**src/rtl/asymfifo_push_packer_if.sv**
```systemverilog
// Valid/ready byte stream with end-of-packet marker feeding the push packer.
// master drives the stream, slave (the packer) returns ready.
interface asymfifo_push_packer_if #(
    parameter int data_in_width = 8
);
    logic                     s_valid;
    logic                     s_ready;
    logic [data_in_width-1:0] s_data;
    logic                     s_last;

    modport master (output s_valid, output s_data, output s_last, input s_ready);
    modport slave  (input s_valid, input s_data, input s_last, output s_ready);
endinterface

```
**src/rtl/asymfifo_push_packer.sv**
```systemverilog
// Push-side front end for DW_asymfifoctl_s2_sf: turns a byte stream into push/flush
// requests and forces a flush of a packet's trailing partial word at EOP or on idle timeout.
module asymfifo_push_packer #(
    parameter int data_in_width  = 8,
    parameter int data_out_width = 24,
    parameter int timeout        = 16,
    parameter int cnt_width      = 16
) (
    input  logic                     clk_push,
    input  logic                     rst,
    asymfifo_push_packer_if.slave    s,
    input  logic                     push_full,
    input  logic                     part_wd,
    input  logic                     push_error,
    output logic                     push_req_n,
    output logic                     flush_n,
    output logic [data_in_width-1:0] data_in,
    output logic [cnt_width-1:0]     pkt_cnt,
    output logic [cnt_width-1:0]     flush_cnt,
    output logic                     to_flush,
    output logic                     err
);
    localparam int IW = (timeout < 2) ? 1 : $clog2(timeout) + 1;
    localparam logic [IW-1:0] IDLE_LAST = IW'(timeout - 1);

    if ((data_out_width % data_in_width) != 0) begin : g_width_check
        $error("data_in_width must divide data_out_width");
    end

    typedef enum logic [1:0] {ST_RUN, ST_WAIT, ST_FLUSH, ST_WAIT_CLR} state_t;

    state_t                 state_q, state_d;
    logic [IW-1:0]          idle_q, idle_d;
    logic [cnt_width-1:0]   pkt_q, pkt_d;
    logic [cnt_width-1:0]   fcnt_q, fcnt_d;
    logic                   to_flag_q, to_flag_d;
    logic                   err_q;
    logic                   ready, accept, flush_req, to_pulse;

    always_comb begin
        state_d   = state_q;
        idle_d    = idle_q;
        pkt_d     = pkt_q;
        fcnt_d    = fcnt_q;
        to_flag_d = to_flag_q;
        ready     = 1'b0;
        accept    = 1'b0;
        flush_req = 1'b0;
        to_pulse  = 1'b0;
        case (state_q)
            ST_RUN: begin
                ready  = ~push_full;
                accept = s.s_valid & ready;
                if (accept || !part_wd) begin
                    idle_d = '0;
                end else if (idle_q != '1) begin
                    idle_d = idle_q + 1'b1;
                end
                if (accept && s.s_last) begin
                    state_d   = ST_WAIT;
                    pkt_d     = pkt_q + 1'b1;
                    to_flag_d = 1'b0;
                end else if (timeout != 0 && idle_q == IDLE_LAST && part_wd && !accept) begin
                    state_d   = ST_FLUSH;
                    idle_d    = '0;
                    to_flag_d = 1'b1;
                end
            end
            ST_WAIT: begin
                // FIFO part_wd now reflects the final beat of the packet
                idle_d  = '0;
                state_d = part_wd ? ST_FLUSH : ST_RUN;
            end
            ST_FLUSH: begin
                if (!push_full) begin
                    flush_req = 1'b1;
                    fcnt_d    = fcnt_q + 1'b1;
                    to_pulse  = to_flag_q;
                    state_d   = ST_WAIT_CLR;
                end
            end
            ST_WAIT_CLR: state_d = ST_RUN;
            default:     state_d = ST_RUN;
        endcase
    end

    always_ff @(posedge clk_push) begin
        if (rst) begin
            state_q   <= ST_RUN;
            idle_q    <= '0;
            pkt_q     <= '0;
            fcnt_q    <= '0;
            to_flag_q <= 1'b0;
            err_q     <= 1'b0;
        end else begin
            state_q   <= state_d;
            idle_q    <= idle_d;
            pkt_q     <= pkt_d;
            fcnt_q    <= fcnt_d;
            to_flag_q <= to_flag_d;
            err_q     <= err_q | push_error;
        end
    end

    // Strobes are gated by rst so nothing reaches the FIFO while in reset
    assign s.s_ready  = ready & ~rst;
    assign push_req_n = ~(accept & ~rst);
    assign flush_n    = ~(flush_req & ~rst);
    assign to_flush   = to_pulse & ~rst;
    assign data_in    = s.s_data;
    assign pkt_cnt    = pkt_q;
    assign flush_cnt  = fcnt_q;
    assign err        = err_q;
endmodule

```
**src/flat_wrapper.sv**
```systemverilog
// flat-port wrapper written by rule: the top's interface ports become plain ports
module asymfifo_push_packer_flat 
#(
    parameter int data_in_width  = 8,
    parameter int data_out_width = 24,
    parameter int timeout        = 16,
    parameter int cnt_width      = 16
)
  (clk_push, rst, push_full, part_wd, push_error, push_req_n, flush_n, data_in, pkt_cnt, flush_cnt, to_flush, err, s_s_valid, s_s_data, s_s_last, s_s_ready);
  asymfifo_push_packer_if #(.data_in_width(data_in_width)) s_i ();
  input  logic clk_push;
  input  logic rst;
  input  logic push_full;
  input  logic part_wd;
  input  logic push_error;
  output logic push_req_n;
  output logic flush_n;
  output logic [data_in_width-1:0] data_in;
  output logic [cnt_width-1:0] pkt_cnt;
  output logic [cnt_width-1:0] flush_cnt;
  output logic to_flush;
  output logic err;
  input wire logic [$bits(s_i.s_valid)-1:0] s_s_valid;
  input wire logic [$bits(s_i.s_data)-1:0] s_s_data;
  input wire logic [$bits(s_i.s_last)-1:0] s_s_last;
  output wire logic [$bits(s_i.s_ready)-1:0] s_s_ready;
  assign s_i.s_valid = s_s_valid;
  assign s_i.s_data = s_s_data;
  assign s_i.s_last = s_s_last;
  assign s_s_ready = s_i.s_ready;
  asymfifo_push_packer #(.data_in_width(data_in_width), .data_out_width(data_out_width), .timeout(timeout), .cnt_width(cnt_width)) u_core (.clk_push(clk_push), .rst(rst), .s(s_i), .push_full(push_full), .part_wd(part_wd), .push_error(push_error), .push_req_n(push_req_n), .flush_n(flush_n), .data_in(data_in), .pkt_cnt(pkt_cnt), .flush_cnt(flush_cnt), .to_flush(to_flush), .err(err));
endmodule
```
**config.mk**
```make
export PLATFORM = sky130hd
export DESIGN_NAME = asymfifo_push_packer_flat
export DESIGN_NICKNAME = d
export VERILOG_FILES = /design/src/rtl/asymfifo_push_packer_if.sv /design/src/rtl/asymfifo_push_packer.sv /design/src/flat_wrapper.sv
export SDC_FILE = /design/constraint.sdc
export NUM_CORES = 1
export LEC_CHECK = 0
export CELL_PAD_IN_SITES_DETAIL_PLACEMENT = 0
export CELL_PAD_IN_SITES_GLOBAL_PLACEMENT = 1
export CORE_MARGIN = 8
export CORE_UTILIZATION = 36
export CTS_CLUSTER_DIAMETER = 60
export CTS_CLUSTER_SIZE = 30
export DETAILED_ROUTE_END_ITERATION = 12
export GPL_TIMING_DRIVEN = 1
export PLACE_DENSITY = 0.92
export SETUP_SLACK_MARGIN = 0.1
export SLEW_MARGIN = 20
export SYNTH_ARGS = -nofsm -noshare
export SYNTH_HDL_FRONTEND = slang
export SYNTH_SLANG_ARGS = --single-unit
```
**constraint.sdc**
```tcl
create_clock -name clk_push -period 6.15 [get_ports clk_push]
set_input_delay 0.615 -clock clk_push [delete_from_list [all_inputs] [get_ports clk_push]]
set_output_delay 0.615 -clock clk_push [all_outputs]
set_load 0.03 [all_outputs]
```
After elaboration in Yosys (flattened, before gate mapping)

Index checks and enable logic that the tools add are counted.
Widths: inputs -> output; s select.

Flip-flop bits (word level): 41
Bits in latches: 0
Memory bits (writable): 0
Memory bits (read-only): 0
Bits of input ports: 15
Output and inout port bits: 45
Memories: 0

Add/sub/neg operators: 3
Multipliers: 0
Div/mod/pow operators: 0
Order comparisons: 0
Equal/unequal tests: 7
Shift-type cells: 0
Mux-type cells: 18
Bitwise gates (word level): 10
Reductions and logical operators: 13

Operator list:

| kind                  | number |
|---|---|
| $add 16x1->16 const B | 2 |
| $mux 5                | 4 |
| $pmux 5 s2            | 1 |
| $mux 1                | 8 |
| $mux 2                | 4 |
| $pmux 2 s4            | 1 |
| $reduce_and 2->1      | 4 |
| $add 5x1->5 const B   | 1 |
| $and 1x1->1           | 5 |
| $eq 5x4->1 const B    | 1 |
| $ne 5x5->1 const B    | 1 |
| $eq 2x2->1 const B    | 2 |
| $not 1->1             | 4 |
| $reduce_bool 2->1     | 2 |
| $logic_and 1x1->1     | 3 |
| $ne 3x1->1 const B    | 1 |
| $eq 2x1->1 const B    | 1 |
| $logic_not 1->1       | 2 |
| $logic_not 2->1       | 1 |
| $ne 2x2->1 const B    | 1 |
| $logic_or 1x1->1      | 1 |
| $or 1x1->1            | 1 |

Logic depth before layout (Yosys ltp)

Depth after elaboration: 7
Gate-level depth with buffers: 7
Mapped depth without buffers: 5

Least setup slack after synthesis

OpenSTA, ideal clock, no wires.

Path type: input to output
From: in rst
To: out s_s_ready
Arrival time: 1872 ps
Data required time: 5535 ps
Setup slack: 3663 ps
Stages: 3
Buffers on the path: 2
Cell sequence: clkbuf_1 -> clkbuf_1 -> nor4_1

Longest elaborated chain between the ends: 2

RTL lines:

| what               | RTL line                    | source |
|---|---|---|
| start: declaration | flat_wrapper.sv:12          | `input logic rst;` |
| $not 1->1          | asymfifo_push_packer.sv:106 | `assign s.s_ready = ready & ~rst;` |
| $and 1x1->1        | asymfifo_push_packer.sv:106 |  |
| end: declaration   | flat_wrapper.sv:26          | `output wire logic [$bits(s_i.s_ready)-1:0] s_s_ready;` |

Every way passes these cells.

Final worst setup path

From: in push_full
To: out to_flush

Longest elaborated chain between the ends: 3

RTL lines:

| what               | RTL line                    | source |
|---|---|---|
| start: declaration | flat_wrapper.sv:13          | `input logic push_full;` |
| $mux 1             | asymfifo_push_packer.sv:75  | `if (!push_full) begin` |
| $mux 1             | asymfifo_push_packer.sv:50  | `case (state_q)` |
| $and 1x1->1        | asymfifo_push_packer.sv:109 | `assign to_flush = to_pulse & ~rst;` |
| end: declaration   | flat_wrapper.sv:21          | `output logic to_flush;` |

Every way passes these cells.

==> run metrics <==
first-pass GRT wire length 7720 um; gr usage total 0.113; Hold WC Path Type register to register; setup TNS 0 ns; FF+latch count, synth 41; clk buf depth 2; FFs w/ async S/R, synth 0; CP dominant cell by count clkdlybuf4s50_1; RR Startpoint u_core.state_q[1]$_SDFFE_PP0P_; Top delay family on crit path buffers and inverters; first drt pass iteration count 4; worst hold endpoint u_core.err$_SDFF_PP0_; Req. time, crit path ~5.5 ns; Final Max Tran Viols 0; cts repair resizes 0; Worst-Skew Late Latency 0.29 ns; vias in the first global route 1603; largest net degree at the start of global routing 45; Iteration-0 DRC Markers 73; Placeable Area 5410 um^2; final cell count without fillers approximately 340; top cells by count, synth dfxtp_1, nor2_1, nand2_1; worst path cell trace clkdlybuf4s50_1 > nor3b_2 > nand2b_1 > nor2_1 > clkdlybuf4s50_1; CP Class primary input to output pin; Via-to-Cell Ratio 5.20; max_cap viols 0; sequential-to-total area share from yosys stat 0.413; final setup violation count 0; Slew HR 0.602; Area growth syn-to-layout 26.1%; cell count of the worst reg-to-reg path 4; Worst Path Arrival about 2.6 ns; Distinct cells, synth 38; Reg clk slew, reported paths 0.07 ns; Synth Instances 236; GPL Wtd Cong 0.713; number of nets with antenna violations after routing 0; # DRC 0; Worst path max stage delay 0.67 ns; area post-placement approximately 2400 um^2; Worst Path Max Fanout 9; Inst Count DP 334; TritonCTS clock tree yes; Nets approximately 290; count leader, synth dfxtp_1; Filler cells between 500 and 600; Chip Height 90.3 um; Synth area leader dfxtp_1; Worst Setup Start Kind primary input; Worst-Margin Slew 0.595 ns; yosys warns 0; storage element area approximately 800 um^2; HP Start u_core.err$_SDFF_PP0_; level count of the clock H-tree 2; min cycle time layout 3.22 ns; syn avg cell area 8.41 um^2; area of the multi-input gates 1040 um^2; Fmax achieved 0.311 GHz; Worst setup EP type output pin; final setup skew 0.00347 ns; die span in x 90.3 um; overflow left after global routing 0; total CTS buffers 5; initial antenna violation count 0; Final Hold Fails 0; Static Leak around 0.78 nW; hold path depth 2; Yosys top cell area share 0.413; hpwl dp 3250 um; Hold-fix buffers, CTS 0; drt total wl about 4600 um; top post-synthesis cells by area dfxtp_1, a21oi_1, nor2_1; clk sink count 41; Tcrit/Tclk final 0.523; IO Port Bufs 43; layout cell share with drive strength beyond 1 0.0556; Slowest-stage cell, CP clkdlybuf4s50_1; Pwr Density ~200 nW/um^2; routed len/inst around 13 um; worst vdd ir 0.0929 mV; RR Endpoint u_core.flush_cnt[14]$_SDFFE_PP0P_; Antenna diodes 0; Rows 27; Post-Syn Nets 254; Starting Density 0.367; fin area 2500 um^2; Main synth FF type dfxtp_1; Root Buffer Master clkbuf_8; I/O pin cnt 60; status complete, no violations; RSZ-0062 raised after global routing no; crit path buf inv count 2; DR vias 1780; synthesized area roughly 2000 um^2; Post-synth EDFFs 0; die area 8150 um^2; setup bufs post-CTS 0; worst reg2reg setup slack 3.85 ns
-- registers in the layout, summed over array words and instances, names as in the netlist --
name / count
u_core.err: 1
u_core.flush_cnt: 16
u_core.idle_q: 5
u_core.pkt_cnt: 16
u_core.state_q: 2
u_core.to_flag_q: 1
-- worst min-delay path, delay by kind of cell, from the launching register on --
| kind | cells | cell delay, ns |
|---|---|---|
| DFF | 1 | 0.33 |
| and+or+nand+nor | 2 | 0.11 |
-- worst max path at each step --
stage / startpoint / end / slack [ns] / cells past startpoint
global placement: push_full / to_flush / 2.92 / 5
floorplan: rst / s_s_ready / 3.66 / 3
detailed placement: push_full / to_flush / 2.90 / 5
global route: push_full / to_flush / 2.82 / 5
finish: push_full / to_flush / 2.93 / 5
CTS: push_full / to_flush / 2.91 / 5
-- cells in the final DEF, fill, tap and decap left out, drive strengths merged, types with 2 or more instances in the layout --
cell type,instances
clkbuf,7
dfxtp,41
nand3,13
xnor2,10
a31oi,3
inv,3
or3,7
or4b,2
o31ai,4
and4,4
ha,3
o21ai,9
or4,6
xor2,9
nand2b,3
nand2,22
nor4,6
buf,2
nor2,24
nor3,5
and3,4
a211oi,3
nand4,8
a21oi,19
nor3b,2
clkdlybuf4s50,43
-- cells by family (layout without fill, tap and decap cells) --
kind of cell / after synthesis / in the layout / synth area share
flip-flops: 41 / 41 / 0.413
AND/OR/NAND/NOR: 111 / 111 / 0.304
buffers and inverters: 22 / 56 / 0.0649
adder cells (fa/ha/maj): 3 / 3 / 0.0189
XOR/XNOR: 19 / 19 / 0.0838
AO/OA/AOI/OAI: 40 / 40 / 0.115
-- through the flow --
step                setup slack, ns  hold WS, ns   util  power (mW)
floorplan                      3.66        0.474      -       0.303
global placement               2.92        0.453  0.445       0.303
detailed placement             2.90        0.454  0.445       0.304
CTS                            2.91        0.473  0.463       0.497
global route                   2.82        0.499  0.463       0.512
finish                         2.93        0.467  0.463       0.489
-- routing by layer --
layer / track usage / part of all wire / vias up
li1: - / - / 909
met1: 0.134 / 0.48 / 829
met2: 0.175 / 0.45 / 31
met3: 0.0399 / 0.056 / 11
met4: 0.0583 / 0.021 / 0
met5: 0 / 0 / -
-- power by group --
part	leakage (nW)	switching, mW	internal, mW
Sequential	0.331	0.00274	0.267
Clock	0.0542	0.0907	0.101
Combinational	0.395	0.0155	0.0115
-- cell type report --
| cell class | count | area share |
|---|---|---|
| flip-flops and latches | 41 | 0.328 |
| inverters | 3 | 0.00450 |
| multi-input cells | 173 | 0.414 |
| clock buffers | 7 | 0.0385 |
| clock inverters | 1 | 0.00200 |
| repair buffers | 45 | 0.178 |
| well taps | 72 | 0.0360 |
(Power assumes the default switching activity.)
